`config.mk`:
```
export PLATFORM = sky130hd
export DESIGN_NAME = error_log_writer_flat
export DESIGN_NICKNAME = d
export VERILOG_FILES = /design/src/rtl/error_log_writer_if.sv /design/src/rtl/error_log_writer.sv /design/src/flat_wrapper.sv
export SDC_FILE = /design/constraint.sdc
export NUM_CORES = 1
export LEC_CHECK = 0
export ABC_AREA = 1
export CAP_MARGIN = 0
export CORE_ASPECT_RATIO = 1.4
export CORE_MARGIN = 1.5
export CORE_UTILIZATION = 40
export CTS_BUF_LIST = sky130_fd_sc_hd__clkbuf_8
export DETAILED_ROUTE_END_ITERATION = 16
export GPL_TIMING_DRIVEN = 0
export PLACE_DENSITY_LB_ADDON = 0.15
export SLEW_MARGIN = 25
export SYNTH_ARGS = -nofsm -noshare
export SYNTH_HDL_FRONTEND = slang
export SYNTH_SLANG_ARGS = --single-unit
```
`constraint.sdc`:
```
create_clock -name CLK -period 5.73 [get_ports CLK]
set_input_delay 0.8595 -clock CLK [delete_from_list [all_inputs] [get_ports CLK]]
set_output_delay 0.8595 -clock CLK [all_outputs]
set_load 0.005 [all_outputs]
```
`src/rtl/error_log_writer_if.sv`:
```
// Handshake bundle for error_log_writer: FIFO pop side and memory write side.
// master = log writer, slave = FIFO/memory environment.
interface error_log_writer_if;
    // FIFO side
    logic        VALID;
    logic [63:0] ECD;
    logic        ERD;
    // memory write channel
    logic        ACT;
    logic        NEXT;
    logic [31:0] ADDR;
    logic [63:0] DTO;

    modport master (
        input  VALID, ECD, NEXT,
        output ERD, ACT, ADDR, DTO
    );

    modport slave (
        output VALID, ECD, NEXT,
        input  ERD, ACT, ADDR, DTO
    );
endinterface

```
`src/rtl/error_log_writer.sv`:
```
// error_log_writer: pops error records, filters by code and appends them to a
// circular in-memory log (2^LOGW slots, one kept free), raising INTREQ.
// Ports: CLK/RESET (sync, active high), ENA, BASE, TAIL, MASK,
//   bus (VALID/ECD/ERD pop, ACT/NEXT/ADDR/DTO write), HEAD, COUNT, DROPCNT,
//   INTREQ/INTACK, BUSY.
module error_log_writer #(
    parameter int LOGW = 8
) (
    input  logic            CLK,
    input  logic            RESET,
    input  logic            ENA,
    input  logic [31:0]     BASE,
    input  logic [LOGW-1:0] TAIL,
    input  logic [31:0]     MASK,
    error_log_writer_if.master bus,
    output logic [LOGW-1:0] HEAD,
    output logic [LOGW-1:0] COUNT,
    output logic [15:0]     DROPCNT,
    output logic            INTREQ,
    input  logic            INTACK,
    output logic            BUSY
);

    typedef enum logic [1:0] {
        IDLE  = 2'd0,
        CHECK = 2'd1,
        WRITE = 2'd2
    } state_t;

    state_t state;
    state_t state_nx;

    logic [63:0]     rec;
    logic [LOGW-1:0] head_inc;
    logic            masked;
    logic            full;
    logic            accept;
    logic            drop;
    logic            done;
    logic            erd;
    logic            act;
    logic [31:0]     addr;
    logic [63:0]     dto;

    assign head_inc = HEAD + LOGW'(1);
    assign masked   = MASK[rec[63:59]];
    // one slot stays empty so that HEAD==TAIL always means empty
    assign full     = (head_inc == TAIL);
    // mask is tested first so a discarded record never counts as a drop
    assign accept   = (state == CHECK) && !masked && !full;
    assign drop     = (state == CHECK) && !masked && full;
    assign done     = (state == WRITE) && bus.NEXT;

    assign bus.ERD  = erd;
    assign bus.ACT  = act;
    assign bus.ADDR = addr;
    assign bus.DTO  = dto;
    assign COUNT    = HEAD - TAIL;
    assign BUSY     = (state != IDLE);

    always_ff @(posedge CLK) begin
        if (RESET)
            state <= IDLE;
        else
            state <= state_nx;
    end

    always_comb begin
        state_nx = state;
        erd      = 1'b0;
        unique case (state)
            IDLE: begin
                if (ENA && bus.VALID) begin
                    erd      = 1'b1;
                    state_nx = CHECK;
                end
            end
            CHECK: begin
                state_nx = accept ? WRITE : IDLE;
            end
            WRITE: begin
                if (bus.NEXT)
                    state_nx = IDLE;
            end
            default: begin
                state_nx = IDLE;
            end
        endcase
    end

    always_ff @(posedge CLK) begin
        if (RESET) begin
            rec     <= '0;
            act     <= 1'b0;
            addr    <= '0;
            dto     <= '0;
            HEAD    <= '0;
            DROPCNT <= '0;
            INTREQ  <= 1'b0;
        end else begin
            if (erd)
                rec <= bus.ECD;
            if (accept) begin
                act  <= 1'b1;
                addr <= BASE + 32'({HEAD, 3'b000});
                dto  <= rec;
            end
            if (drop && (DROPCNT != 16'hFFFF))
                DROPCNT <= DROPCNT + 16'd1;
            if (done) begin
                act  <= 1'b0;
                HEAD <= head_inc;
            end
            // completion wins over a coincident acknowledge
            if (done)
                INTREQ <= 1'b1;
            else if (INTACK)
                INTREQ <= 1'b0;
        end
    end

endmodule

```
`src/flat_wrapper.sv`:
```
// flat-port wrapper written by rule: the top's interface ports become plain ports
module error_log_writer_flat 
#(
    parameter int LOGW = 8
)
  (CLK, RESET, ENA, BASE, TAIL, MASK, HEAD, COUNT, DROPCNT, INTREQ, INTACK, BUSY, bus_VALID, bus_ECD, bus_NEXT, bus_ERD, bus_ACT, bus_ADDR, bus_DTO);
  error_log_writer_if bus_i ();
  input  logic CLK;
  input  logic RESET;
  input  logic ENA;
  input  logic [31:0] BASE;
  input  logic [LOGW-1:0] TAIL;
  input  logic [31:0] MASK;
  output logic [LOGW-1:0] HEAD;
  output logic [LOGW-1:0] COUNT;
  output logic [15:0] DROPCNT;
  output logic INTREQ;
  input  logic INTACK;
  output logic BUSY;
  input wire logic [$bits(bus_i.VALID)-1:0] bus_VALID;
  input wire logic [$bits(bus_i.ECD)-1:0] bus_ECD;
  input wire logic [$bits(bus_i.NEXT)-1:0] bus_NEXT;
  output wire logic [$bits(bus_i.ERD)-1:0] bus_ERD;
  output wire logic [$bits(bus_i.ACT)-1:0] bus_ACT;
  output wire logic [$bits(bus_i.ADDR)-1:0] bus_ADDR;
  output wire logic [$bits(bus_i.DTO)-1:0] bus_DTO;
  assign bus_i.VALID = bus_VALID;
  assign bus_i.ECD = bus_ECD;
  assign bus_i.NEXT = bus_NEXT;
  assign bus_ERD = bus_i.ERD;
  assign bus_ACT = bus_i.ACT;
  assign bus_ADDR = bus_i.ADDR;
  assign bus_DTO = bus_i.DTO;
  error_log_writer #(.LOGW(LOGW)) u_core (.CLK(CLK), .RESET(RESET), .ENA(ENA), .BASE(BASE), .TAIL(TAIL), .MASK(MASK), .bus(bus_i), .HEAD(HEAD), .COUNT(COUNT), .DROPCNT(DROPCNT), .INTREQ(INTREQ), .INTACK(INTACK), .BUSY(BUSY));
endmodule
```
# Word-level counts from Yosys, hierarchy flattened
# Index checks and enable logic that the tools add are counted.
[totals] register_bits=188 input_bits=142 output_inout_bits=132 wordCells=42
[op_classes] n_addsub=4 magnitude_cmp=1 eq_ne=6 mux=10 reduce_logical=13
[op_table] operator="adder 32 x 11 -> 32 bit" count=1
[op_table] operator="adder 16 x 1 -> 16 bit, second input constant" count=1
[op_table] operator="inequality test 16 bit, second input constant" count=1
[op_table] operator="adder 8 x 1 -> 8 bit, second input constant" count=1
[op_table] operator="equality test 8 bit" count=1
[op_table] operator="subtractor 8 bit" count=1
[op_table] operator="logical AND 1 bit" count=6
[op_table] operator="less-than comparator 5 x 6 -> 1 bit, second input constant" count=1
[op_table] operator="two-way mux 2 bit" count=3
[op_table] operator="case mux 2 bit (3 select lines)" count=1
[op_table] operator="binary-select mux 1 bit (select 5 bit)" count=1
[op_table] operator="two-way mux 1 bit" count=5
[op_table] operator="nonzero test 2 bit" count=2
[op_table] operator="equality test 2 x 1 -> 1 bit, second input constant" count=1
[op_table] operator="equality test 2 bit, second input constant" count=1
[op_table] operator="logical NOT 1 bit" count=2
[op_table] operator="logical NOT 2 bit" count=1
[op_table] operator="inequality test 2 x 1 -> 1 bit, second input constant" count=1
[op_table] operator="inequality test 2 bit, second input constant" count=1
[op_table] operator="AND reduction 2 bit" count=1
[op_table] operator="OR reduction 2 bit" count=1

# Depth between registers and ports, before layout
[logic_depth] word_depth=7 mapped_depth=16 mapped_depth_nobuf=14

# Least setup slack after synthesis
# No wires, ideal clock.
[synth_timing] kind="in2out" from="in TAIL[2]" to="out COUNT[7]" t_arrival_ps=2150 required_time_ps=4871 slack_ps=2720 cell_stages=11 n_path_buf=0 path_cell_list="inv_1 -> ha_1 -> a21oi_1 -> o21ai_0 -> nand2_1 -> nand2_1 -> a21oi_1 -> nor2_1 -> o21ai_0 -> nand2_1 -> xor2_1"
[synth_between] elab_chain_len=1
[synth_lines] element="from (decl)" line_no="flat_wrapper.sv:12" rtl="input logic [LOGW-1:0] TAIL;"
[synth_lines] element="subtractor 8 bit" line_no="error_log_writer.sv:58" rtl="assign COUNT = HEAD - TAIL;"
[synth_lines] element="to (decl)" line_no="flat_wrapper.sv:15" rtl="output logic [LOGW-1:0] COUNT;"
# No other way between the ends.

# Worst setup path in the final report
# Same ends and word-level chain as after synthesis.

==> metrics.md <==
| Metric | Value |
|---|---|
| Status | `complete, no violations` |
| Syn Std Cell Area | `8570 µm²` |
| Period utilisation layout | `73.2%` |
| Peak VDD IR | `0.000274 V` |
| Hold WC Path Type | `flop to flop` |
| FF+latch count, synth | `188` |
| Max FO, Critical Path | `4` |
| Sw frac | `roughly a quarter` |
| First-pass GRT wire length | `41.1 mm` |
| Yosys top cell area share | `43.9%` |
| Setup bufs post-CTS | `0` |
| Via/cell ratio | `4.91` |
| CTS Sinks | `188` |
| Largest net degree at the start of global routing | `17` |
| Worst-path cell chain | `clkdlybuf4s50_1, inv_1, ha_1, a21oi_1, o21ai_0, nand2_1, nand2_1, a21oi_1, nor2_1, o21ai_0, nand2_1, xor2_1, clkdlybuf4s50_1` |
| Synth area leader | `dfxtp_1` |
| Register area share after synthesis | `43.9%` |
| CTS Hold Bufs | `0` |
| Mean post-synth cell area | `around 7 µm²` |
| Ports | `274` |
| Synth area leaders | `dfxtp_1, nor2_1, o21ai_0` |
| Worst Tran Pin Value | `between 0.7 and 0.8 ns` |
| Multi-input logic area | `4200 µm²` |
| Clock Skew | `0.0166 ns` |
| Antenna violations before repair | `0` |
| Core Rows | `63` |
| Max-cap violations | `0` |
| Yosys warns | `0` |
| Register share of total power | `approximately half` |
| Arrival time at the worst endpoint | `3.34 ns` |
| Pre-antenna DRT Iters | `7` |
| Layout Nets | `1653` |
| Synth unique cells | `38` |
| Slew margin rel. | `52.4%` |
| Hpwl dp | `between 20 and 25 mm` |
| Pre-CTS setup slack | `1.52 ns` |
| CP required | `4.87 ns` |
| Bufs on Longest Clock Path | `2` |
| Pwr dens | `approximately 240 nW/µm²` |
| CP delay by family, top | `buffers and inverters` |
| Post-cts resize count | `0` |
| Combinational Power Share | `16.8%` |
| Routed via count | `roughly 8700` |
| LEAKAGE | `5.07 nW` |
| IO Port Bufs | `around 270` |
| Final setup viols | `0` |
| Power share of the clock group | `35.0%` |
| Die ar. | `~22000 µm²` |
| Fmax | `between 200 and 250 MHz` |
| Final WS setup | `about 1.5 ns` |
| Register area | `3760 µm²` |
| Max-slew violations | `0` |
| Worst skew pair latency | `0.47 ns` |
| TritonCTS Buffers | `17` |
| WL final | `26.4 mm` |
| Slowest library cell on the worst path | `clkdlybuf4s50_1` |
| Pwr Total | `2.95 mW` |
| DRC viols | `0` |
| Die height | `between 150 and 200 µm` |
| # diodes | `0` |
| Vias in the first global route | `8030` |
| Drt wl/cell | `15.0 µm` |
| Crit Path Class | `primary input to primary output` |
| Post-Synthesis Cells | `1200` |
| Die W | `approximately 130 µm` |
| Clock transition at path regs | `about 0.1 ns` |
| 1st-iter DRT viols | `a little over 400` |
| Layout cells sized above 1 | `approximately 4.8%` |
| CP Buf/Inv Count | `3` |
| GRT Util Overall | `23.4%` |
| Tmin final | `4.19 ns` |
| Switching power | `768 µW` |
| Hold Slack | `0.456 ns` |
| Int Pwr | `2.19 mW` |
| TritonCTS clock tree | `done` |
| Final Hold Viols | `0` |
| Starting Density | `between 40% and 50%` |
| Unrepaired setup endpoints after global routing | `false` |
| Area growth syn-to-layout | `41.1%` |
| Root buffer cell | `clkbuf_8` |
| Gpl congestion | `just over 0.9` |
| Setup tns final | `0 ns` |
| Total grt overflow | `0` |
| Crit-path most repeated cell | `nand2_1` |
| H-Tree Depth | `4` |
| Syn Nets | `about 1400` |
| Startpoint Class | `primary input` |
| Crit path largest cell delay | `0.51 ns` |
| CP Capture Type | `primary output` |
| Antenna-violating nets left | `0` |
| Core area | `21100 µm²` |
| Filler Cell Count | `approximately 2100` |
==> cells in the mapped netlist (all sizes together) <==
cell type / n
nand2: 153
nor3: 6
nor4: 5
o21ai: 169
nor2: 347
o22ai: 5
o211ai: 1
a21o: 2
dfxtp: 188
nor3b: 1
a21oi: 46
clkbuf: 32
ha: 17
buf: 28
nand3: 66
a31o: 1
nand3b: 3
o31ai: 1
nand4: 11
clkinv: 2
xor2: 25
o21bai: 3
xnor2: 16
inv: 70
fa: 2
==> power by group through the flow <==
stage	combinational (mW)	clock [mW]	sequential (mW)
3_3_place_gp	0.496	0	1.45
2_1_floorplan	0.223	0	1.45
5_1_grt	0.552	1.11	1.43
3_5_place_dp	0.500	0	1.45
4_1_cts	0.502	1.06	1.42
6_report	0.497	1.03	1.42
==> cells by family after synthesis <==
group	Yosys count	share of synthesized area, %
buffers and inverters	132	7.14
AOI/OAI and AO/OA	228	13.6
and+or+nand+nor	592	28.2
adders and majority gates	19	2.95
xor gates and xnor gates	41	4.19
DFF	188	43.9
==> tightest hold or removal path, delay by kind of cell, from the launching register on <==
kind	cells	cell delay [ns]
compound gates	1	0.05
buf+inv	1	0.04
flops	1	0.32
==> final cells by class <==
| class | instances | area share, % |
|---|---|---|
| repair buffers | 273 | 22.6 |
| clock inverters | 12 | 1.71 |
| inverters | 72 | 2.28 |
| clock buffers | 19 | 2.16 |
| multi-input cells | 880 | 34.7 |
| well taps | 260 | 2.69 |
| flip-flops and latches | 188 | 31.1 |
| plain buffers | 60 | 2.78 |
==> placed cells by master (no fill, tap or decap), drive strengths merged, types with 2 or more instances in the layout <==
master | Yosys | routed
a21o | 2 | 2
a21oi | 46 | 46
buf | 28 | 28
bufinv | 0 | 5
clkbuf | 32 | 51
clkdlybuf4s50 | 0 | 273
clkinv | 2 | 5
dfxtp | 188 | 188
fa | 2 | 2
ha | 17 | 17
inv | 70 | 73
nand2 | 153 | 153
nand3 | 66 | 66
nand3b | 3 | 3
nand4 | 11 | 11
nor2 | 347 | 347
nor3 | 6 | 6
nor4 | 5 | 5
o21ai | 169 | 169
o21bai | 3 | 3
o22ai | 5 | 5
xnor2 | 16 | 16
xor2 | 25 | 25
==> through the flow <==
stage	cells	util, %	cell area (µm²)
floorplan	1200	-	8570
global placement	1733	55.1	11600
detailed placement	1733	55.1	11600
CTS	1764	57.3	12100
global route	1764	57.3	12100
finish	1764	57.3	12100
==> state kept, by name (all words and copies together), names as in the netlist <==
| name | cells |
|---|---|
| u_core.bus.ADDR | 32 |
| u_core.DROPCNT | 16 |
| u_core.bus.ACT | 1 |
| u_core.HEAD | 8 |
| u_core.bus.DTO | 64 |
| u_core.rec | 64 |
| u_core.INTREQ | 1 |
| u_core.state | 2 |
==> worst paths after layout <==
| kind | slack [ns] | from | end | depth (start not counted) |
|---|---|---|---|---|
| worst max-delay path | 1.54 | TAIL[2] | COUNT[7] | 13 |
| worst min-delay path | 0.46 | u_core.bus.ACT | u_core.bus.ACT | 2 |
| worst max register to register | 3.14 | u_core.HEAD[1] | u_core.bus.DTO[13] | 15 |
| worst min register to register | 0.46 | u_core.bus.ACT | u_core.bus.ACT | 2 |
==> routing by layer <==
layer,wire (µm),global-route usage [%]
met5,0,0
met3,1870,6.58
met2,13200,42.3
met4,684,8.29
met1,10700,26.3
No activity file was read; power rests on OpenSTA's default activity.
